## config.mk

```make
export PLATFORM = sky130hd
export DESIGN_NAME = ak5394a_rx
export DESIGN_NICKNAME = d
export VERILOG_FILES = /design/src/rtl/ak5394a_pkg.sv /design/src/rtl/ak5394a_clkgen.sv /design/src/rtl/ak5394a_rx.sv
export SDC_FILE = /design/constraint.sdc
export NUM_CORES = 1
export LEC_CHECK = 0
export ABC_AREA = 1
export BUFFER_PORTS_ARGS = -buffer_cell sky130_fd_sc_hd__buf_2
export CAP_MARGIN = 10
export CORE_ASPECT_RATIO = 1.75
export CORE_MARGIN = 1.5
export CORE_UTILIZATION = 57
export CTS_CLUSTER_SIZE = 40
export DETAILED_ROUTE_END_ITERATION = 10
export PLACE_DENSITY = 0.79
export SLEW_MARGIN = 40
export SYNTH_ARGS = -nofsm -noshare
export SYNTH_HDL_FRONTEND = slang
export SYNTH_SLANG_ARGS = --single-unit
```

## constraint.sdc

```tcl
create_clock -name ADC_MCLK -period 2.3 [get_ports ADC_MCLK]
set_clock_uncertainty 0.1 [all_clocks]
set_input_delay 0.115 -clock ADC_MCLK [delete_from_list [all_inputs] [get_ports ADC_MCLK]]
set_output_delay 0.115 -clock ADC_MCLK [all_outputs]
set_load 0.01 [all_outputs]
```

## src/rtl/ak5394a_pkg.sv

```systemverilog
// Shared constants and calibration state type for the AK5394A slave-mode receiver.
package ak5394a_pkg;

  localparam int FRAME_MCLKS = 256;
  localparam int SLOTS       = 64;
  localparam int L_MSB_SLOT  = 1;
  localparam int R_MSB_SLOT  = 33;
  localparam int SAMPLE_BITS = 24;

  typedef enum logic [1:0] {
    IDLE = 2'd0,
    CAL  = 2'd1,
    RUN  = 2'd2
  } cal_state_e;

endpackage

```

## src/rtl/ak5394a_clkgen.sv

```systemverilog
// Frame timebase: 256-MCLK counter, registered SCLK/LRCK and decoded capture/publish strobes.
module ak5394a_clkgen
  import ak5394a_pkg::*;
(
  input  logic ADC_MCLK,
  input  logic nReset,
  output logic ADC_SCLK,
  output logic ADC_LRCK,
  output logic capture_l,
  output logic capture_r,
  output logic frame_end
);

  localparam logic [5:0] L_FIRST  = 6'(L_MSB_SLOT);
  localparam logic [5:0] L_LAST   = 6'(L_MSB_SLOT + SAMPLE_BITS - 1);
  localparam logic [5:0] R_FIRST  = 6'(R_MSB_SLOT);
  localparam logic [5:0] R_LAST   = 6'(R_MSB_SLOT + SAMPLE_BITS - 1);
  localparam logic [7:0] LAST_CNT = 8'(FRAME_MCLKS - 1);

  logic [7:0] cnt_q, cnt_d;
  logic       sclk_q, sclk_d;
  logic       lrck_q, lrck_d;
  logic [5:0] slot;
  logic       mid_high;

  always_comb begin
    cnt_d  = cnt_q + 8'd1;
    // Taken from the next count so the registered clocks stay aligned with cnt_q.
    sclk_d = cnt_d[1];
    lrck_d = cnt_d[7];
  end

  always_ff @(posedge ADC_MCLK) begin
    if (!nReset) begin
      cnt_q  <= 8'd0;
      sclk_q <= 1'b0;
      lrck_q <= 1'b0;
    end else begin
      cnt_q  <= cnt_d;
      sclk_q <= sclk_d;
      lrck_q <= lrck_d;
    end
  end

  always_comb begin
    slot      = cnt_q[7:2];
    mid_high  = (cnt_q[1:0] == 2'b11);
    capture_l = mid_high && (slot >= L_FIRST) && (slot <= L_LAST);
    capture_r = mid_high && (slot >= R_FIRST) && (slot <= R_LAST);
    frame_end = (cnt_q == LAST_CNT);
  end

  assign ADC_SCLK = sclk_q;
  assign ADC_LRCK = lrck_q;

endmodule

```

## src/rtl/ak5394a_rx.sv

```systemverilog
// AK5394A slave-mode I2S receiver: deserializer, calibration gate and sample-pair handshake.
module ak5394a_rx
  import ak5394a_pkg::*;
#(
  parameter int SAMPLE_BITS = ak5394a_pkg::SAMPLE_BITS,
  parameter int CAL_FRAMES  = 8704
) (
  input  logic                   ADC_MCLK,
  input  logic                   nReset,
  input  logic                   ADC_RSTN,
  input  logic                   ADC_SDATA,
  output logic                   ADC_SCLK,
  output logic                   ADC_LRCK,
  output logic [SAMPLE_BITS-1:0] left_sample,
  output logic [SAMPLE_BITS-1:0] right_sample,
  output logic                   sample_valid,
  input  logic                   sample_ready,
  output logic                   cal_done,
  output logic                   overrun,
  output cal_state_e             cal_state
);

  localparam int FW = $clog2(CAL_FRAMES + 1);

  logic capture_l, capture_r, frame_end;

  ak5394a_clkgen u_clkgen (
    .ADC_MCLK  (ADC_MCLK),
    .nReset    (nReset),
    .ADC_SCLK  (ADC_SCLK),
    .ADC_LRCK  (ADC_LRCK),
    .capture_l (capture_l),
    .capture_r (capture_r),
    .frame_end (frame_end)
  );

  logic                   rstn_meta_q, rstn_s_q;
  cal_state_e             state_q, state_d;
  logic [FW-1:0]          frame_cnt_q, frame_cnt_d;
  logic [SAMPLE_BITS-1:0] shift_l_q, shift_l_d, shift_r_q, shift_r_d;
  logic [SAMPLE_BITS-1:0] left_q, left_d, right_q, right_d;
  logic                   valid_q, valid_d;
  logic                   overrun_q, overrun_d;
  logic                   accept, publish;

  always_comb begin
    state_d     = state_q;
    frame_cnt_d = frame_cnt_q;
    shift_l_d   = shift_l_q;
    shift_r_d   = shift_r_q;
    left_d      = left_q;
    right_d     = right_q;
    valid_d     = valid_q;
    overrun_d   = overrun_q;

    if (capture_l) shift_l_d = {shift_l_q[SAMPLE_BITS-2:0], ADC_SDATA};
    if (capture_r) shift_r_d = {shift_r_q[SAMPLE_BITS-2:0], ADC_SDATA};

    case (state_q)
      IDLE: begin
        frame_cnt_d = '0;
        if (rstn_s_q) state_d = CAL;
      end
      CAL: begin
        if (frame_end) begin
          frame_cnt_d = frame_cnt_q + 1'b1;
          if (frame_cnt_d == FW'(CAL_FRAMES)) state_d = RUN;
        end
      end
      RUN: ;
      default: state_d = IDLE;
    endcase

    if (!rstn_s_q) begin
      state_d     = IDLE;
      frame_cnt_d = '0;
    end

    // Handshake: a pair transfers on any cycle with sample_valid && sample_ready;
    // a publish while a pair is still pending and not transferring overwrites it and sets overrun.
    accept  = valid_q && sample_ready;
    publish = frame_end && (state_q == RUN) && rstn_s_q;
    if (accept) valid_d = 1'b0;
    if (publish) begin
      left_d  = shift_l_q;
      right_d = shift_r_q;
      valid_d = 1'b1;
      if (valid_q && !sample_ready) overrun_d = 1'b1;
    end
    if (!rstn_s_q) valid_d = 1'b0;
  end

  always_ff @(posedge ADC_MCLK) begin
    if (!nReset) begin
      rstn_meta_q <= 1'b0;
      rstn_s_q    <= 1'b0;
      state_q     <= IDLE;
      frame_cnt_q <= '0;
      shift_l_q   <= '0;
      shift_r_q   <= '0;
      left_q      <= '0;
      right_q     <= '0;
      valid_q     <= 1'b0;
      overrun_q   <= 1'b0;
    end else begin
      rstn_meta_q <= ADC_RSTN;
      rstn_s_q    <= rstn_meta_q;
      state_q     <= state_d;
      frame_cnt_q <= frame_cnt_d;
      shift_l_q   <= shift_l_d;
      shift_r_q   <= shift_r_d;
      left_q      <= left_d;
      right_q     <= right_d;
      valid_q     <= valid_d;
      overrun_q   <= overrun_d;
    end
  end

  assign left_sample  = left_q;
  assign right_sample = right_q;
  assign sample_valid = valid_q;
  assign overrun      = overrun_q;
  assign cal_done     = (state_q == RUN);
  assign cal_state    = state_q;

endmodule

```

==> impl_metrics.env, run 1 <==
export IMPL_finalCritPeriodShare_pct=85.53
export IMPL_worstSetupStartpointType="flop"
export IMPL_syn_area_sq_mm=0.004695
export IMPL_critPathArrivalTime_ns=2.20
export IMPL_dpl_hpwl_mm=6.086
export IMPL_grt_setup_unrepaired="no"
export IMPL_fp_dieH_um=123.1
export IMPL_peakVddDrop_uv=740.9
export IMPL_cp_slowest_cell="dfxtp_1"
export IMPL_syn_inst=609
export IMPL_power_density_mw_per_mm2=849.4
export IMPL_crit_family="simple AND/OR/NAND/NOR gates"
export IMPL_routedWlPerCell_um=12.33
export IMPL_grt_pass1_wl_mm=16.07
export IMPL_layout_common_cells="124 x dfxtp_1, 115 x a21oi_1, 102 x o21ai_0"
export IMPL_timing_final_hold_violations=0
export IMPL_clkTransAtPathRegs_ns=0.05
export IMPL_place_congestion=0.8699
export IMPL_ys_seq_area_share_pct=52.88
export IMPL_syn2layout_area_growth_pct=19.64
export IMPL_final_nets=671
export IMPL_rows=43
export IMPL_ctsResizeCount=0
export IMPL_portBuffers=59
export IMPL_timing_fmax_mhz=508.3
export IMPL_insertion_delay_ns=0.41
export IMPL_crit_top_cell="nand2_1"
export IMPL_slew_headroom_pct=70.36
export IMPL_setup_viol=0
export IMPL_cp_required_ns=2.54
export IMPL_fin_tns_setup_ns=0
export IMPL_instances_no_fill=762
export IMPL_yosys_warnings=0
export IMPL_cpPeakStageDelay_ns=0.36
export IMPL_crit_chain="ha_1, nand2_1, nor3_2, nand2_1, nor3_4, buf_12, o21ai_0, a21oi_1"
export IMPL_slew_viol_final=0
export IMPL_die_w_um=71.60
export IMPL_grt_pass1_vias=3776
export IMPL_synth_net_count=617
export IMPL_grt_usage_pct=23.07
export IMPL_cp_end_kind="flop"
export IMPL_routed_via_density=5.374
export IMPL_drc=0
export IMPL_grt_max_degree=99
export IMPL_detail_route_antenna_nets=0
export IMPL_crit_path_max_fanout=98
export IMPL_fillCellCount=647
export IMPL_grt_overflow=0
export IMPL_path_class="reg2reg"
export IMPL_drive_gt1_share_pct=14.43
export IMPL_multi_input_area_sq_mm=0.001753
export IMPL_seq_area_sq_mm=0.002482
export IMPL_first_iter_violations=265
export IMPL_numCtsBuffers=17
export IMPL_status="finished, final reports clean"
export IMPL_synth_cell_types=22
export IMPL_vias=4095
export IMPL_clock_path_buffers=2
export IMPL_htreeDepth=4
export IMPL_crit_buf_inv=1
export IMPL_root_buffer="clkbuf_16"
export IMPL_drt_wl_total_mm=9.392
export IMPL_dp_cells=731
export IMPL_antenna_cells=0
export IMPL_core_area_sq_mm=0.007963
export IMPL_avgSynthCellArea_sq_um=7.709
export IMPL_start_util_pct=58.96
export IMPL_antenna_found_initial=0
export IMPL_leakage_nw=2.328
export IMPL_worstMarginPinSlew_ns=0.4441
export IMPL_dieArea_sq_mm=0.008811
export IMPL_drv_cap=0
export IMPL_final_common_cell="dfxtp_1"
export IMPL_synth_seq_cells=124
export IMPL_clock_sinks=124
export IMPL_tritoncts="done"
export IMPL_firstDrtPassIters=9
export IMPL_hp_class="in2reg"
export IMPL_ios=60
export IMPL_fin_crit_ns=1.967
timing repair:
item                      CTS  global route
hold buffers                3             0
buffers inserted            0             0
hold endpoints to repair    5             0
metal layers:
layer	up-vias	GRT usage, %	wire (um)
met2	107	39.87	4884
met4	0	9.670	145
met3	13	8.394	423
li1	2101	-	-
met1	1874	25.22	3939
met5	-	0	0
per-stage QoR:
stage	hold WS, ns	util [%]	total power [W]	worst slack (ns)	instance area, sq um
CTS	0.01219	70.54	0.004813	0.3316	5617
finish	0.02393	70.54	0.004771	0.3328	5617
floorplan	0.1126	-	0.002269	0.4749	4695
detailed placement	0.2090	63.09	0.002294	0.3442	5024
global route	0.07029	70.54	0.004935	0.1190	5617
global placement	0.2079	63.09	0.002292	0.4429	5024
layout make-up:
class,count,share of cell area (%)
Timing Repair Buffer,69,6.950
Clock inverter,7,1.648
Multi-Input combinational cell,367,31.21
Sequential cell,124,44.20
Clock buffer,21,8.376
Tap cell,90,2.005
Inverter,84,5.614
flip-flops by register name, indices dropped and copies added, names as in the netlist:
signal,count
cal_state,2
frame_cnt_q,14
left_sample,24
overrun,1
right_sample,24
rstn_meta_q,1
rstn_s_q,1
sample_valid,1
shift_l_q,24
shift_r_q,24
u_clkgen.ADC_LRCK,1
u_clkgen.cnt_q,7
logic make-up after synthesis:
| family | after synthesis | synth area share, % |
|---|---|---|
| buffers and inverters | 118 | 9.781 |
| DFF | 124 | 52.88 |
| AOI/OAI and AO/OA | 218 | 23.29 |
| and+or+nand+nor | 145 | 13.06 |
| adders and majority gates | 3 | 0.7997 |
| xor gates and xnor gates | 1 | 0.1866 |
cell usage after synthesis:
cell        n  area share [%]
dfxtp_1   124              53
a21oi_1   115              12
o21ai_0   102              11
inv_1      83             6.6
nand2_1    83             6.6
nor2_1     30             2.4
clkbuf_1   23             1.8
nand3_1    20             2.1
buf_2       6            0.64
nand4_1     6            0.80
clkbuf_2    4            0.43
ha_1        3            0.80
and2_1      1            0.13
buf_4       1            0.16
inv_2       1           0.080
nand3b_1    1            0.16
nor2_2      1            0.13
nor3_1      1            0.11
nor3_2      1            0.21
nor3_4      1            0.35
o21bai_1    1            0.16
xor2_1      1            0.19
power by group:
group | internal (W) | switching [W]
Sequential | 0.00216 | 0.00000653
Clock | 0.00165 | 0.000868
Combinational | 0.0000293 | 0.0000558
Total | 0.00384 | 0.000930
worst min-delay path: stages:
cell,delay [ns]
buf_2,0.23
nand2_1,0.10
inv_1,0.03
final timing paths:
path                startpoint                 to  slack, ns  cells past startpoint
min                     nReset  u_clkgen.cnt_q[1]       0.02                      3
min reg2reg        rstn_meta_q           rstn_s_q       0.31                      2
max reg2reg  u_clkgen.cnt_q[0]   right_sample[17]       0.33                      8
max          u_clkgen.cnt_q[0]   right_sample[17]       0.33                      8
Power figures use the tool's default switching activity.
==> inputs of run 2 (changes only) <==
--- a/config.mk
+++ b/config.mk
@@ -14,6 +14,7 @@
 export CTS_CLUSTER_SIZE = 40
 export DETAILED_ROUTE_END_ITERATION = 10
 export PLACE_DENSITY = 0.79
+export REMOVE_ABC_BUFFERS = 1
 export SLEW_MARGIN = 40
 export SYNTH_ARGS = -nofsm -noshare
 export SYNTH_HDL_FRONTEND = slang
==> impl_metrics.env, run 2 (same netlist as run 1, synthesis figures left out) <==
export IMPL_netSwitchingPower_w=0.0009881
export IMPL_setup_ws_ns=0.2724
export IMPL_slew_headroom_pct=60.86
export IMPL_grt_pass1_vias=3972
export IMPL_first_iter_violations=244
export IMPL_dieArea_sq_mm=0.008811
export IMPL_fp_dieH_um=123.1
export IMPL_status="finished, final reports clean"
export IMPL_dpl_hpwl_mm=6.576
export IMPL_die_w_um=71.60
export IMPL_ios=60
export IMPL_drv_cap=0
export IMPL_p_int_w=0.003714
export IMPL_start_util_pct=58.96
export IMPL_crit_buf_inv=1
export IMPL_path_class="reg2reg"
export IMPL_crit_path_max_fanout=54
export IMPL_slew_viol_final=0
export IMPL_rows=43
export IMPL_antenna_found_initial=0
export IMPL_fin_crit_ns=2.028
export IMPL_p_comb_share_pct=1.8
export IMPL_firstDrtPassIters=6
export IMPL_cp_end_kind="flop"
export IMPL_crit_top_cell="nand2_1"
export IMPL_ff2ff_path_depth=8
export IMPL_total_power_w=0.004702
export IMPL_grt_max_degree=55
export IMPL_finalCritPeriodShare_pct=88.16
export IMPL_timing_final_hold_violations=0
export IMPL_grt_setup_unrepaired="no"
export IMPL_layout_common_cells="124 x dfxtp_1, 115 x a21oi_1, 102 x o21ai_0"
export IMPL_tritoncts="done"
export IMPL_clock_sinks=124
export IMPL_power_density_mw_per_mm2=837.0
export IMPL_syn2layout_area_growth_pct=19.67
export IMPL_worstSetupStartpointType="flop"
export IMPL_final_nets=670
export IMPL_grt_pass1_wl_mm=17.20
export IMPL_cp_required_ns=2.53
export IMPL_swShare_pct=21.01
export IMPL_drive_gt1_share_pct=14.96
export IMPL_drc=0
export IMPL_core_area_sq_mm=0.007963
export IMPL_grt_overflow=0
export IMPL_fillCellCount=643
export IMPL_timing_fmax_mhz=493.2
export IMPL_leakage_nw=2.310
export IMPL_routedWlPerCell_um=13.44
export IMPL_htreeDepth=4
export IMPL_peakVddDrop_uv=635.8
export IMPL_worstMarginPinSlew_ns=0.5856
export IMPL_antenna_cells=0
export IMPL_post_cts_buffers=0
export IMPL_crit_family="simple AND/OR/NAND/NOR gates"
export IMPL_numCtsBuffers=17
export IMPL_crit_cells=8
export IMPL_multi_input_area_sq_mm=0.001758
export IMPL_dp_slack_ns=0.3064
export IMPL_grt_usage_pct=24.57
export IMPL_cp_slowest_cell="dfxtp_1"
export IMPL_drt_wl_total_mm=10.28
export IMPL_root_buffer="clkbuf_16"
export IMPL_crit_chain="ha_1, nand2_1, nor3_2, nand2_1, nor3_4, buf_12, o21ai_0, a21oi_1"
export IMPL_cpPeakStageDelay_ns=0.37
export IMPL_place_congestion=0.8741
export IMPL_setup_viol=0
export IMPL_clkTransAtPathRegs_ns=0.06
export IMPL_vias=4163
export IMPL_routed_via_density=5.442
export IMPL_pwr_share_seq_pct=46.1
export IMPL_p_clk_share_pct=52.1
export IMPL_min_path_cells=3
export IMPL_detail_route_antenna_nets=0
export IMPL_final_common_cell="dfxtp_1"
export IMPL_portBuffers=59
export IMPL_hp_class="in2reg"
export IMPL_critPathArrivalTime_ns=2.26
export IMPL_seq_area_sq_mm=0.002482
export IMPL_insertion_delay_ns=0.40
export IMPL_clock_path_buffers=2
[run 2: changes by cell type in the layout (fill, tap and decap cells not counted), moves of 2 or more]
cell / delta
buf_4: -2
clkinv_2: +3
clkinv_4: -2
clkinvlp_4: +5
[run 2: routing by layer]
metal  routed length, um  track usage (%)
met5                   0                0
met4                 200            12.50
met3                 445            6.683
met2                5371            41.78
met1                4266            27.93
[run 2: final timing paths]
kind                     to              start  slack, ns
min reg2reg        rstn_s_q        rstn_meta_q       0.34
max reg2reg  left_sample[3]  u_clkgen.cnt_q[0]       0.27
max          left_sample[3]  u_clkgen.cnt_q[0]       0.27
min            shift_r_q[8]             nReset        0.1
[run 2: stage by stage]
step                      hold WS (ns)  TNS [ns]  instances  util [%]  area [sq um]
final                          0.09997         0        765     70.55          5618
after global routing            0.1276         0        765     70.55          5618
after CTS                      0.08729         0        765     70.55          5618
after detailed placement        0.2529         0        730     63.21          5034
after global placement          0.2508         0        730     63.21          5034
after floorplan                 0.1085    -32.37        575         -          4551
[run 2: cell type report]
type	instances	area share [%]
Clock buffer	20	8.129
Timing Repair Buffer	68	7.038
Inverter	84	5.612
Multi-Input combinational cell	367	31.29
Clock inverter	12	1.737
Tap cell	90	2.004
Sequential cell	124	44.19
[run 2: repair_timing]
item | 4_1_cts | 5_1_grt
setup endpoints to repair | 0 | 0
hold endpoints to repair | 5 | 0
hold buffers | 3 | 0
gates resized for setup | 0 | 0
[run 2: power groups by stage]
stage	logic (W)	registers, W	clock network [W]
final	0.0000854	0.00217	0.00245
after global routing	0.0000966	0.00217	0.00258
after CTS	0.0000857	0.00217	0.00247
after detailed placement	0.0000802	0.00221	0
after global placement	0.0000773	0.00221	0
after floorplan	0.0000405	0.00221	0
[run 2: worst register-to-register path, stage by stage, from the launching register on]
cell and delay [ns]:
dfxtp_1 0.37, ha_1 0.21, nand2_1 0.10, nor3_2 0.23, nand2_1 0.15, nor3_4 0.25, buf_12 0.26, o21ai_0 0.14
a21oi_1 0.16
==> inputs of run 3 (changes only) <==
--- a/config.mk
+++ b/config.mk
@@ -10,10 +10,10 @@
 export CAP_MARGIN = 10
 export CORE_ASPECT_RATIO = 1.75
 export CORE_MARGIN = 1.5
-export CORE_UTILIZATION = 57
+export CORE_UTILIZATION = 60
 export CTS_CLUSTER_SIZE = 40
 export DETAILED_ROUTE_END_ITERATION = 10
-export PLACE_DENSITY = 0.79
+export PLACE_DENSITY = 0.82
 export REMOVE_ABC_BUFFERS = 1
 export SLEW_MARGIN = 40
 export SYNTH_ARGS = -nofsm -noshare
==> constraint.sdc (replaced) <==
create_clock -name ADC_MCLK -period 2.5 [get_ports ADC_MCLK]
set_clock_uncertainty 0.1 [all_clocks]
set_input_delay 0.125 -clock ADC_MCLK [delete_from_list [all_inputs] [get_ports ADC_MCLK]]
set_output_delay 0.125 -clock ADC_MCLK [all_outputs]
set_load 0.01 [all_outputs]
==> impl_metrics.env, run 3 (same netlist as run 1, synthesis figures left out) <==
export IMPL_status="finished, final reports clean"
export IMPL_leakage_nw=2.342
export IMPL_p_clk_share_pct=56.1
export IMPL_numCtsBuffers=17
export IMPL_grt_max_degree=99
export IMPL_finalCritPeriodShare_pct=82.62
export IMPL_portBuffers=59
export IMPL_dpl_hpwl_mm=6.322
export IMPL_dieArea_sq_mm=0.008385
export IMPL_first_iter_violations=237
export IMPL_insertion_delay_ns=0.41
export IMPL_routedWlPerCell_um=13.59
export IMPL_drc=0
export IMPL_swShare_pct=19.35
export IMPL_crit_family="simple AND/OR/NAND/NOR gates"
export IMPL_min_path_cells=3
export IMPL_core_area_sq_mm=0.007567
export IMPL_antenna_cells=0
export IMPL_tritoncts="done"
export IMPL_dp_slack_ns=0.4699
export IMPL_htreeDepth=4
export IMPL_routed_via_density=5.479
export IMPL_cp_slowest_cell="dfxtp_1"
export IMPL_start_util_pct=62.04
export IMPL_setup_ws_ns=0.4346
export IMPL_firstDrtPassIters=5
export IMPL_crit_buf_inv=1
export IMPL_hold_ws_ns=0.04736
export IMPL_die_w_um=69.87
export IMPL_final_common_cell="dfxtp_1"
export IMPL_crit_path_max_fanout=98
export IMPL_grt_pass1_vias=3998
export IMPL_worstSetupStartpointType="flop"
export IMPL_drive_gt1_share_pct=14.39
export IMPL_power_density_mw_per_mm2=830.8
export IMPL_total_power_w=0.004717
export IMPL_drv_cap=0
export IMPL_timing_final_hold_violations=0
export IMPL_grt_overflow=0
export IMPL_drt_wl_total_mm=10.35
export IMPL_placed_area_sq_mm=0.005006
export IMPL_ff2ff_path_depth=8
export IMPL_grt_usage_pct=25.99
export IMPL_critPathArrivalTime_ns=2.30
export IMPL_clock_sinks=124
export IMPL_crit_chain="ha_1, nand2_1, nor3_2, nand2_1, nor3_4, buf_12, o21ai_0, a21oi_1"
export IMPL_pwr_share_seq_pct=42.3
export IMPL_cpPeakStageDelay_ns=0.35
export IMPL_hp_class="in2reg"
export IMPL_clkTransAtPathRegs_ns=0.05
export IMPL_p_int_w=0.003804
export IMPL_place_congestion=1.063
export IMPL_grt_pass1_wl_mm=17.48
export IMPL_netSwitchingPower_w=0.0009129
export IMPL_path_class="reg2reg"
export IMPL_syn2layout_area_growth_pct=20.95
export IMPL_root_buffer="clkbuf_16"
export IMPL_cp_end_kind="flop"
export IMPL_antenna_found_initial=0
export IMPL_slew_viol_final=0
export IMPL_slew_headroom_pct=62.70
export IMPL_rows=42
export IMPL_peakVddDrop_uv=688.6
export IMPL_min_from="nReset"
export IMPL_setup_viol=0
export IMPL_fin_crit_ns=2.065
export IMPL_worstMarginPinSlew_ns=0.5582
export IMPL_crit_top_cell="nand2_1"
export IMPL_final_nets=669
export IMPL_vias=4175
export IMPL_grt_setup_unrepaired="no"
export IMPL_fin_tns_setup_ns=0
export IMPL_detail_route_antenna_nets=0
export IMPL_fp_dieH_um=120.0
export IMPL_ctsResizeCount=0
export IMPL_rr_endpoint="right_sample[0]"
export IMPL_timing_fmax_mhz=484.2
export IMPL_clock_path_buffers=2
export IMPL_cp_required_ns=2.74
export IMPL_post_route_cell_area_sq_mm=0.005678
export IMPL_rrSetupSlack_ns=0.43
export IMPL_min_to="right_sample[5]"
export IMPL_rr_startpoint="u_clkgen.cnt_q[1]"
export IMPL_layout_common_cells="124 x dfxtp_1, 115 x a21oi_1, 102 x o21ai_0"
export IMPL_ios=60
export IMPL_p_comb_share_pct=1.6
-- run 3: metal layers --
layer / wire (um) / GRT usage, % / vias to the layer above
met3: 581 / 8.144 / 31
met4: 309 / 10.70 / 0
met2: 5517 / 46.19 / 135
met5: 0 / 0 / -
met1: 3945 / 28.17 / 1911
li1: - / - / 2098
-- run 3: how the worst max path moves through the flow --
| stage | from | end | slack (ns) | cells after the start |
|---|---|---|---|---|
| 2_1_floorplan | u_clkgen.cnt_q[1] | left_sample[0] | -0.45 | 7 |
| 6_report | u_clkgen.cnt_q[1] | right_sample[0] | 0.43 | 8 |
| 3_5_place_dp | u_clkgen.cnt_q[1] | right_sample[1] | 0.47 | 8 |
| 3_3_place_gp | u_clkgen.cnt_q[1] | right_sample[13] | 0.63 | 8 |
| 4_1_cts | u_clkgen.cnt_q[1] | right_sample[0] | 0.44 | 8 |
| 5_1_grt | u_clkgen.cnt_q[1] | left_sample[21] | 0.27 | 8 |
-- run 3: metrics by stage --
stage          utilization, %  std cells
2_1_floorplan               -        575
3_3_place_gp            66.15        727
3_5_place_dp            66.15        727
4_1_cts                 75.03        762
5_1_grt                 75.03        762
6_report                75.03        762
-- run 3: power groups by stage --
stage,Sequential (W),Combinational [W],Clock (W)
2_1_floorplan,0.00203,0.0000372,0
3_3_place_gp,0.00203,0.0000701,0
3_5_place_dp,0.00203,0.0000719,0
4_1_cts,0.00199,0.0000771,0.00267
5_1_grt,0.00199,0.0000899,0.00276
6_report,0.00199,0.0000772,0.00265
-- run 3: worst register-to-register path: stages, from the launching register on --
cell and delay (ns):
dfxtp_1 0.35, ha_1 0.20, nand2_1 0.10, nor3_2 0.23, nand2_1 0.14, nor3_4 0.17
buf_12 0.30, o21ai_0 0.25, a21oi_1 0.15
-- run 3: layout make-up --
type	instances	area (sq um)
Inverter	84	315.3
Fill cell	522	1889
Clock inverter	11	191.4
Multi-Input combinational cell	367	1753
Sequential cell	124	2482
Clock buffer	21	450.4
Tap cell	88	110.1
Timing Repair Buffer	67	375.4
-- run 3: timing repair --
action                                 in CTS  in global routing
buffers inserted                            0                  0
endpoints found under the hold margin       5                  0
hold buffers                                3                  0
